File: src/rtl/cache_pkg.sv
// rtl/cache_pkg.sv - shared state enum, defaults, width helpers and block type for the data cache
// Used by dcache_ctrl, whose optional counters are enabled with DCACHE_STATS_EN.
package cache_pkg;

  localparam int DEFAULT_LINES = 8;
  localparam int DEFAULT_WORDS = 4;

  typedef enum logic [1:0] {
    IDLE      = 2'd0,
    WRITEBACK = 2'd1,
    ALLOCATE  = 2'd2
  } cache_state_t;

  typedef logic [DEFAULT_WORDS-1:0][31:0] block_t;

  function automatic int index_w(input int lines);
    return $clog2(lines);
  endfunction

  function automatic int offset_w(input int words);
    return $clog2(words) + 2;
  endfunction

  function automatic int tag_w(input int lines, input int words);
    return 32 - index_w(lines) - offset_w(words);
  endfunction

endpackage

File: src/rtl/dcache_array.sv
// rtl/dcache_array.sv - valid/dirty/tag/data storage with one read port and one write port
// Write port does either a single word store (sets dirty) or a whole block fill (clears dirty).
module dcache_array
  import cache_pkg::*;
#(
  parameter int  LINES    = DEFAULT_LINES,
  parameter int  WORDS    = DEFAULT_WORDS,
  localparam int INDEX_W  = index_w(LINES),
  localparam int OFFSET_W = offset_w(WORDS),
  localparam int TAG_W    = tag_w(LINES, WORDS)
) (
  input  logic                 clk,
  input  logic                 reset,
  input  logic [INDEX_W-1:0]   rd_index,
  output logic                 rd_valid,
  output logic                 rd_dirty,
  output logic [TAG_W-1:0]     rd_tag,
  output logic [32*WORDS-1:0]  rd_block,
  input  logic [INDEX_W-1:0]   wr_index,
  input  logic                 wr_word_en,
  input  logic [OFFSET_W-3:0]  wr_word_sel,
  input  logic [31:0]          wr_word,
  input  logic                 wr_fill_en,
  input  logic [TAG_W-1:0]     wr_fill_tag,
  input  logic [32*WORDS-1:0]  wr_fill_block
);

  logic [LINES-1:0]        valid_q;
  logic [LINES-1:0]        dirty_q;
  logic [TAG_W-1:0]        tag_q  [LINES];
  logic [WORDS-1:0][31:0]  data_q [LINES];

  assign rd_valid = valid_q[rd_index];
  assign rd_dirty = dirty_q[rd_index];
  assign rd_tag   = tag_q[rd_index];
  assign rd_block = data_q[rd_index];

  // Only the status bits are reset; tags and data are don't-care while invalid.
  always_ff @(posedge clk) begin
    if (reset) begin
      valid_q <= '0;
      dirty_q <= '0;
    end else if (wr_fill_en) begin
      valid_q[wr_index] <= 1'b1;
      dirty_q[wr_index] <= 1'b0;
    end else if (wr_word_en) begin
      dirty_q[wr_index] <= 1'b1;
    end
  end

  always_ff @(posedge clk) begin
    if (wr_fill_en) begin
      tag_q[wr_index]  <= wr_fill_tag;
      data_q[wr_index] <= wr_fill_block;
    end else if (wr_word_en) begin
      data_q[wr_index][wr_word_sel] <= wr_word;
    end
  end

endmodule

File: src/rtl/dcache_ctrl.sv
// rtl/dcache_ctrl.sv - direct-mapped write-back write-allocate data cache controller
// Define DCACHE_STATS_EN to add saturating hit_count/miss_count outputs.
module dcache_ctrl
  import cache_pkg::*;
#(
  parameter int  LINES    = DEFAULT_LINES,
  parameter int  WORDS    = DEFAULT_WORDS,
  localparam int INDEX_W  = index_w(LINES),
  localparam int OFFSET_W = offset_w(WORDS),
  localparam int TAG_W    = tag_w(LINES, WORDS)
) (
  input  logic                   clk,
  input  logic                   reset,
  input  logic                   cpu_read,
  input  logic                   cpu_write,
  input  logic [31:0]            cpu_addr,
  input  logic [31:0]            cpu_wdata,
  output logic [31:0]            cpu_rdata,
  output logic                   cpu_busywait,
  output logic                   mem_req,
  output logic                   mem_we,
  output logic [31-OFFSET_W:0]   mem_addr,
  output logic [32*WORDS-1:0]    mem_wdata,
  input  logic [32*WORDS-1:0]    mem_rdata,
  input  logic                   mem_ack
`ifdef DCACHE_STATS_EN
  ,
  output logic [31:0]            hit_count,
  output logic [31:0]            miss_count
`endif
);

  cache_state_t state_q, state_d;

  logic [TAG_W-1:0]       addr_tag;
  logic [INDEX_W-1:0]     addr_index;
  logic [OFFSET_W-3:0]    addr_word;
  logic                   addr_unused;

  logic                   line_valid;
  logic                   line_dirty;
  logic [TAG_W-1:0]       line_tag;
  logic [32*WORDS-1:0]    line_block;
  logic [WORDS-1:0][31:0] line_words;

  logic                   access;
  logic                   hit;
  logic                   word_we;
  logic                   fill_we;
  logic                   rd_fire;
  logic [31:0]            hit_word;
  logic [31:0]            rdata_q;

  assign addr_tag    = cpu_addr[31 -: TAG_W];
  assign addr_index  = cpu_addr[OFFSET_W +: INDEX_W];
  assign addr_word   = cpu_addr[2 +: OFFSET_W-2];
  assign addr_unused = ^cpu_addr[1:0];

  assign access     = cpu_read | cpu_write;
  assign hit        = line_valid & (line_tag == addr_tag);
  assign line_words = line_block;
  assign hit_word   = line_words[addr_word];

  dcache_array #(
    .LINES (LINES),
    .WORDS (WORDS)
  ) u_array (
    .clk           (clk),
    .reset         (reset),
    .rd_index      (addr_index),
    .rd_valid      (line_valid),
    .rd_dirty      (line_dirty),
    .rd_tag        (line_tag),
    .rd_block      (line_block),
    .wr_index      (addr_index),
    .wr_word_en    (word_we),
    .wr_word_sel   (addr_word),
    .wr_word       (cpu_wdata),
    .wr_fill_en    (fill_we),
    .wr_fill_tag   (addr_tag),
    .wr_fill_block (mem_rdata)
  );

  // A store wins over a simultaneous load, so reads only fire when cpu_write is low.
  always_comb begin
    state_d      = state_q;
    cpu_busywait = 1'b0;
    word_we      = 1'b0;
    fill_we      = 1'b0;
    rd_fire      = 1'b0;
    case (state_q)
      IDLE: begin
        if (access) begin
          if (hit) begin
            word_we = cpu_write;
            rd_fire = ~cpu_write;
          end else begin
            cpu_busywait = 1'b1;
            state_d      = (line_valid & line_dirty) ? WRITEBACK : ALLOCATE;
          end
        end
      end
      WRITEBACK: begin
        cpu_busywait = 1'b1;
        if (mem_ack) state_d = ALLOCATE;
      end
      ALLOCATE: begin
        cpu_busywait = 1'b1;
        if (mem_ack) begin
          fill_we = 1'b1;
          state_d = IDLE;
        end
      end
      default: state_d = IDLE;
    endcase
  end

  always_ff @(posedge clk) begin
    if (reset) begin
      state_q <= IDLE;
      mem_req <= 1'b0;
      mem_we  <= 1'b0;
      rdata_q <= '0;
    end else begin
      state_q <= state_d;
      mem_req <= (state_d != IDLE);
      mem_we  <= (state_d == WRITEBACK);
      if (rd_fire) rdata_q <= hit_word;
    end
  end

  assign cpu_rdata = rd_fire ? hit_word : rdata_q;
  assign mem_addr  = (state_q == WRITEBACK) ? {line_tag, addr_index} : {addr_tag, addr_index};
  assign mem_wdata = line_block;

`ifdef DCACHE_STATS_EN
  always_ff @(posedge clk) begin
    if (reset) begin
      hit_count  <= '0;
      miss_count <= '0;
    end else begin
      if (state_q == IDLE && access && hit && hit_count != '1)
        hit_count <= hit_count + 32'd1;
      if (state_q == IDLE && state_d != IDLE && miss_count != '1)
        miss_count <= miss_count + 32'd1;
    end
  end
`endif

endmodule

File: config.mk
export PLATFORM = sky130hd
export DESIGN_NAME = dcache_ctrl
export DESIGN_NICKNAME = d
export VERILOG_FILES = /design/src/rtl/cache_pkg.sv /design/src/rtl/dcache_array.sv /design/src/rtl/dcache_ctrl.sv
export SDC_FILE = /design/constraint.sdc
export NUM_CORES = 1
export LEC_CHECK = 0
export CAP_MARGIN = 20
export CORE_ASPECT_RATIO = 0.75
export CORE_MARGIN = 2
export CORE_UTILIZATION = 50
export DETAILED_ROUTE_END_ITERATION = 8
export GPL_TIMING_DRIVEN = 0
export MAX_ROUTING_LAYER = met4
export PLACE_DENSITY_LB_ADDON = 0.15
export SLEW_MARGIN = 20
export SYNTH_ARGS = -nofsm -noshare
export SYNTH_HDL_FRONTEND = slang
export SYNTH_HIERARCHICAL = 1
export SYNTH_SLANG_ARGS = --single-unit
export TNS_END_PERCENT = 1
File: constraint.sdc
create_clock -name clk -period 9.8 [get_ports clk]
set_input_delay 2.94 -clock clk [delete_from_list [all_inputs] [get_ports clk]]
set_output_delay 2.94 -clock clk [all_outputs]
set_load 0.02 [all_outputs]
### Word-level counts from Yosys, hierarchy flattened

Memories as Yosys holds them, arrays and structs flattened.
Cells that the tools add are included.
W data, S select, Z words.

* magnitude comparators: 4
* equal/unequal tests: 4
* muxes and demuxes: 164
* bitwise gates (word level): 136
* reductions and logical operators: 6

Operator list (number)
* $mux W1: 145
* $or A1 B1 Y1: 129
* $mux W128: 1
* $mux W32: 3
* $bmux W32 S2: 1
* $demux W32 S2: 1
* $mux W28: 1
* $eq A25 B25 Y1: 1
* $mux W8: 2
* $or A8 B8 Y8: 2
* $mux W2: 5
* $and A8 B8 Y8: 1
* $not A8 Y8: 1
* $bmux W1 S3: 2
* $pmux W2 S3: 1
* $eq A2 B1 Y1 const B: 2
* $lt A3 B4 Y1 const B: 1
* $reduce_bool A2 Y1: 2
* $demux W1 S3: 1
* $ge A3 B1 Y1 const B: 1
* $lt A2 B3 Y1 const B: 1
* $and A1 B1 Y1: 2
* $eq A2 B2 Y1 const B: 1
* $ge A2 B1 Y1 const B: 1
* 5 further kinds: 6

* register bits after elaboration: 52
* bits in writable memories: 1224
* input bits: 197
* output and inout bits: 191
* memories: 2

Memory list
* u_array.data_q: words 8, bits a word 128, read ports 1, clocked after Yosys merged registers in 0, wr ports 1, RTL line dcache_array.sv:31 `logic [WORDS-1:0][31:0] data_q [LINES];`
* u_array.tag_q: words 8, bits a word 25, read ports 1, clocked after Yosys merged registers in 0, wr ports 1, RTL line dcache_array.sv:30 `logic [TAG_W-1:0] tag_q [LINES];`

### Longest topological paths before layout

* word-level depth: 10
* depth in mapped cells: 14
* gate-level depth less buffers: 9

### Modules after synthesis

The synthesis kept the hierarchy.

By module, submodules not included
* dcache_array: times used 1, cells each 2043, area each 48960.7 um^2, seq. area each 37075.6 um^2
* dcache_ctrl: times used 1, cells each 250, area each 3046.7 um^2, seq. area each 720.7 um^2

### Worst setup path before layout

No wires, ideal clock.

* kind: input to output
* start: input cpu_addr[6]
* end: output cpu_rdata[10]
* arrival time: 5.429 ns
* required time: 6.860 ns
* setup slack: 1.431 ns
* stages on the path: 10
* buffers on the path: 3
* path through: clkbuf_1 > clkbuf_1 > mux4_2 > mux2_2 > xnor2_1 > nand4_1 > nor4_2 > nand3_2 > buf_6 > mux2_4

* cells in the longest elaborated chain, start to end: 7
* elaborated cells between the ends (all ways): 12

Ends and longest elaborated chain
* start, declared: RTL line dcache_ctrl.sv:16 `input logic [31:0] cpu_addr,`
* $mem_v2 Z8 W25
* net line_tag[7]: RTL line dcache_ctrl.sv:42 `logic [TAG_W-1:0] line_tag;`
* $eq A25 B25 Y1: RTL line dcache_ctrl.sv:60 `assign hit = line_valid & (line_tag == addr_tag);`
* $and A1 B1 Y1: RTL line dcache_ctrl.sv:60
* $mux W1: RTL line dcache_ctrl.sv:94 `if (hit) begin`
* $mux W1: RTL line dcache_ctrl.sv:93 `if (access) begin`
* $mux W1: RTL line dcache_ctrl.sv:91 `case (state_q)`
* $mux W32
* end, declared: RTL line dcache_ctrl.sv:18 `output logic [31:0] cpu_rdata,`

The timed path passes the listed nets, and every way through them passes these cells. The select of a mux whose other input is x is not followed.

### Worst setup path in the final report

* start: input cpu_addr[4]
* end: output cpu_rdata[1]

The elaborated chain is that of the path after synthesis.

==> key figures <==
STA
  – Fmax achieved: 0.1037 GHz
  – RSZ-0062 raised after global routing: false
  – Slew Limit Fails: 0
  – Final min period: 9.639 ns
  – Rel. slew slack: 16.98%
  – Worst clock skew: 0.02932 ns
  – Setup violations, final: 0
  – Slew @ Worst Pin: 1.241 ns
  – Period utilization: 98.35%
  – Final Hold Violating Endpoints: 0

Cells and area
  – Layout fillers: 7081
  – Share of layout cells above drive strength 1: 33.49%
  – Area delta synth->final: 22.71%
  – Area of the multi-input gates: 13750 um2
  – Post-route cell area: 63820 um2
  – Final #Nets: 3063
  – Register area: 37800 um2

Yosys
  – Synthesized net count: 2494
  – Share of flip-flops with an asynchronous set or reset: 0%
  – Synthesized flop and latch total: 1276
  – Top cells by area, synth: edfxtp_1 71%, mux4_2 11%, mux2_2 6.7%
  – Synth warn: 6
  – Syn Inst Count: 2293
  – Synthesized cell area: 52010 um2
  – Sequential element share of the synthesized area: 72.67%
  – Yosys top cell area share: 70.67%
  – Netlist cell types: 50
  – Commonest register cell after synthesis: edfxtp_1
  – Top cell type by total area after synthesis: edfxtp_1
  – Commonest cells post-synth: 1224 x edfxtp_1, 308 x mux2_2, 263 x mux4_2
  – Post-synth EDFFs: 1224
  – Top-count cell post-synth: edfxtp_1
  – Mean Syn Cell Area: 22.68 um2

Route
  – Avg WL per Cell: 35.90 um
  – ANT nets after route: 0
  – DR DRC count: 0
  – Final wirelength: 155700 um
  – Pre-Repair DR Iteration Count: 5
  – Vias per Instance: 6.372
  – Via count: 27630
  – Initial DRC count: 4317

Worst setup path
  – CP startpoint kind: input port
  – CP Capture Type: output pin
  – Req. time, crit path: 6.86 ns
  – Worst Path Arrival: 6.70 ns
  – Critical path class: input port to output pin
  – CP Max Fanout: 10
  – CP max stage cell: mux4_1
  – Crit path cell chain: clkdlybuf4s15_2, buf_6, buf_12, buf_8, mux4_1, mux2_2, xnor2_4, nand4_1, nor4_4, nand3_4, buf_12, buf_6, mux2_4, dlygate4sd2_1
  – CP max stage delay: 0.60 ns

Floorplan
  – Cell Rows: 102
  – IO Count: 388
  – Die X: 376.4 um
  – Die area: 106600 um2
  – Initial core utilization: 50.43%
  – Die H: 283.3 um
  – Core footprint: 103100 um2

Global routing
  – Total gr overflow: 0
  – Initial antenna violation count: 40
  – Vias in the first global route: 26863
  – Tot GR Track Use: 30.11%
  – Met2 Use GR: 42.63%
  – M1 GR Usage: 44.61%
  – Gr busiest metal: met1
  – Met3 usage: 6.920%
  – First-pass GRT wire length: 213600 um
  – Largest net degree at the start of global routing: 26

Placement
  – RePlAce Congestion: 0.8944
  – Placed Area: 59470 um2
  – DP Wirelength: 110300 um
  – PortBufs: 384

Flow run
  – Max Cap Viol: 0

Outcome
  – Status: completed

Clock tree
  – H-tree Lvls: 3
  – CTS tree: built
  – CTS Buf Count: 121
  – CTS Sinks: 1276
  – Clk root buf: clkbuf_16
  – Hold buffer count at cts: 0
  – Clock-pin slew on the worst setup and hold paths: 0.06 ns
  – Clk buf depth: 3
  – Clk_lat worst skew: 0.72 ns

Pwr
  – Pwr Total: 11.82 mW
  – Power Dens Cells: 185.2 nW/um2
  – Lkg Pwr: 21.06 nW
  – Max IR drop VDD: 0.0001353 V

Worst hold path
  – Tightest Hold Check Type: register to register
-- logic make-up after synthesis --
kind of cell | Yosys count | share of synthesized area [%]
compound gates | 50 | 0.5846
xor+xnor | 25 | 0.4210
flops | 1276 | 72.67
fa+ha+maj | 4 | 0.09624
buf+inv | 151 | 1.881
mux | 683 | 22.98
simple gates | 104 | 1.362
-- layer usage --
metal  up-vias  share of wire [%]
li1      10910                  -
met1     14753                 41
met2      1763                 45
met3       204                 11
met4         0                2.4
met5         -                  0
-- sequential cells by signal, indices dropped and copies added (netlist names), named ones only --
signal	count
u_array/data_q	1024
u_array/tag_q	200
rdata_q	32
u_array/valid_q	8
state_q	2
mem_req	1
mem_we	1
-- path summary, 6_finish.rpt --
path / startpoint / end / slack (ns) / depth (start not counted)
worst min register to register: u_array/valid_q[0] / u_array/valid_q[0] / 0.45 / 2
worst max-delay path: cpu_addr[4] / cpu_rdata[1] / 0.16 / 14
worst min-delay path: u_array/valid_q[0] / u_array/valid_q[0] / 0.45 / 2
worst max register to register: u_array/tag_q[3][20] / u_array/data_q[6][85] / 4.68 / 12
-- power breakdown --
group          switching [mW]  internal, mW
combinational           0.602         0.441
sequential             0.0104          6.02
clock                    2.01          2.73
-- layout make-up --
class | count | share of cell area, %
inverters | 18 | 0.1059
diodes | 16 | 0.06274
clock buffers | 172 | 5.386
well taps | 1352 | 2.651
flip-flops and latches | 1276 | 59.22
repair buffers | 446 | 8.572
multi-input cells | 866 | 21.55
plain buffers | 133 | 1.527
clock inverters | 57 | 0.9254
-- through the flow --
step | setup TNS [ns] | utilization (%) | hold slack (ns) | worst slack, ns | instances
floorplan | 0 | - | 0.4223 | 1.431 | 2293
finish | 0 | 61.89 | 0.4493 | 0.1614 | 4336
global route | 0 | 61.86 | 0.4779 | 0.08807 | 4325
detailed placement | -59.25 | 57.67 | 0.4383 | -1.681 | 4090
global placement | -2103.08 | 55.80 | 0.4311 | -2.331 | 4029
CTS | 0 | 61.76 | 0.4461 | 0.002226 | 4320
-- worst max-delay path: cells and delay by family --
kind	cells	cell delay (ns)
simple gates	3	0.61
buf+inv	7	1.57
mux	3	1.32
xor+xnor	1	0.21
-- placed cells by master, fill, tap and decap left out, types with 5 or more instances in the layout --
cell	instances
dlymetal6s2s_1	16
buf_8	27
clkbuf_16	127
mux4_2	263
o211a_1	7
xnor2_2	6
nand4_1	9
mux2_2	308
nand2_1	6
a21oi_1	11
clkbuf_1	74
xnor2_1	13
clkbuf_2	9
xnor2_4	6
mux2_4	30
nor2_4	8
buf_6	11
nor2_1	5
clkdlybuf4s50_1	349
bufinv_16	11
buf_16	51
a21oi_4	24
clkinv_2	24
nor4bb_1	5
clkbuf_8	11
inv_2	7
dfxtp_1	52
dlygate4sd2_1	16
buf_1	16
nand3b_1	5
mux4_1	79
edfxtp_1	1224
buf_12	10
inv_1	11
buf_2	24
diode_2	16
nor2b_1	34
clkinvlp_4	8
clkinv_1	9
-- repair_timing --
item                       in CTS  in global routing
resized for setup              64                 23
setup buffers                   1                  0
pin swaps                       1                  0
cloned                          0                  0
setup endpoints to repair      33                 16
No activity file was read; power rests on OpenSTA's default activity.
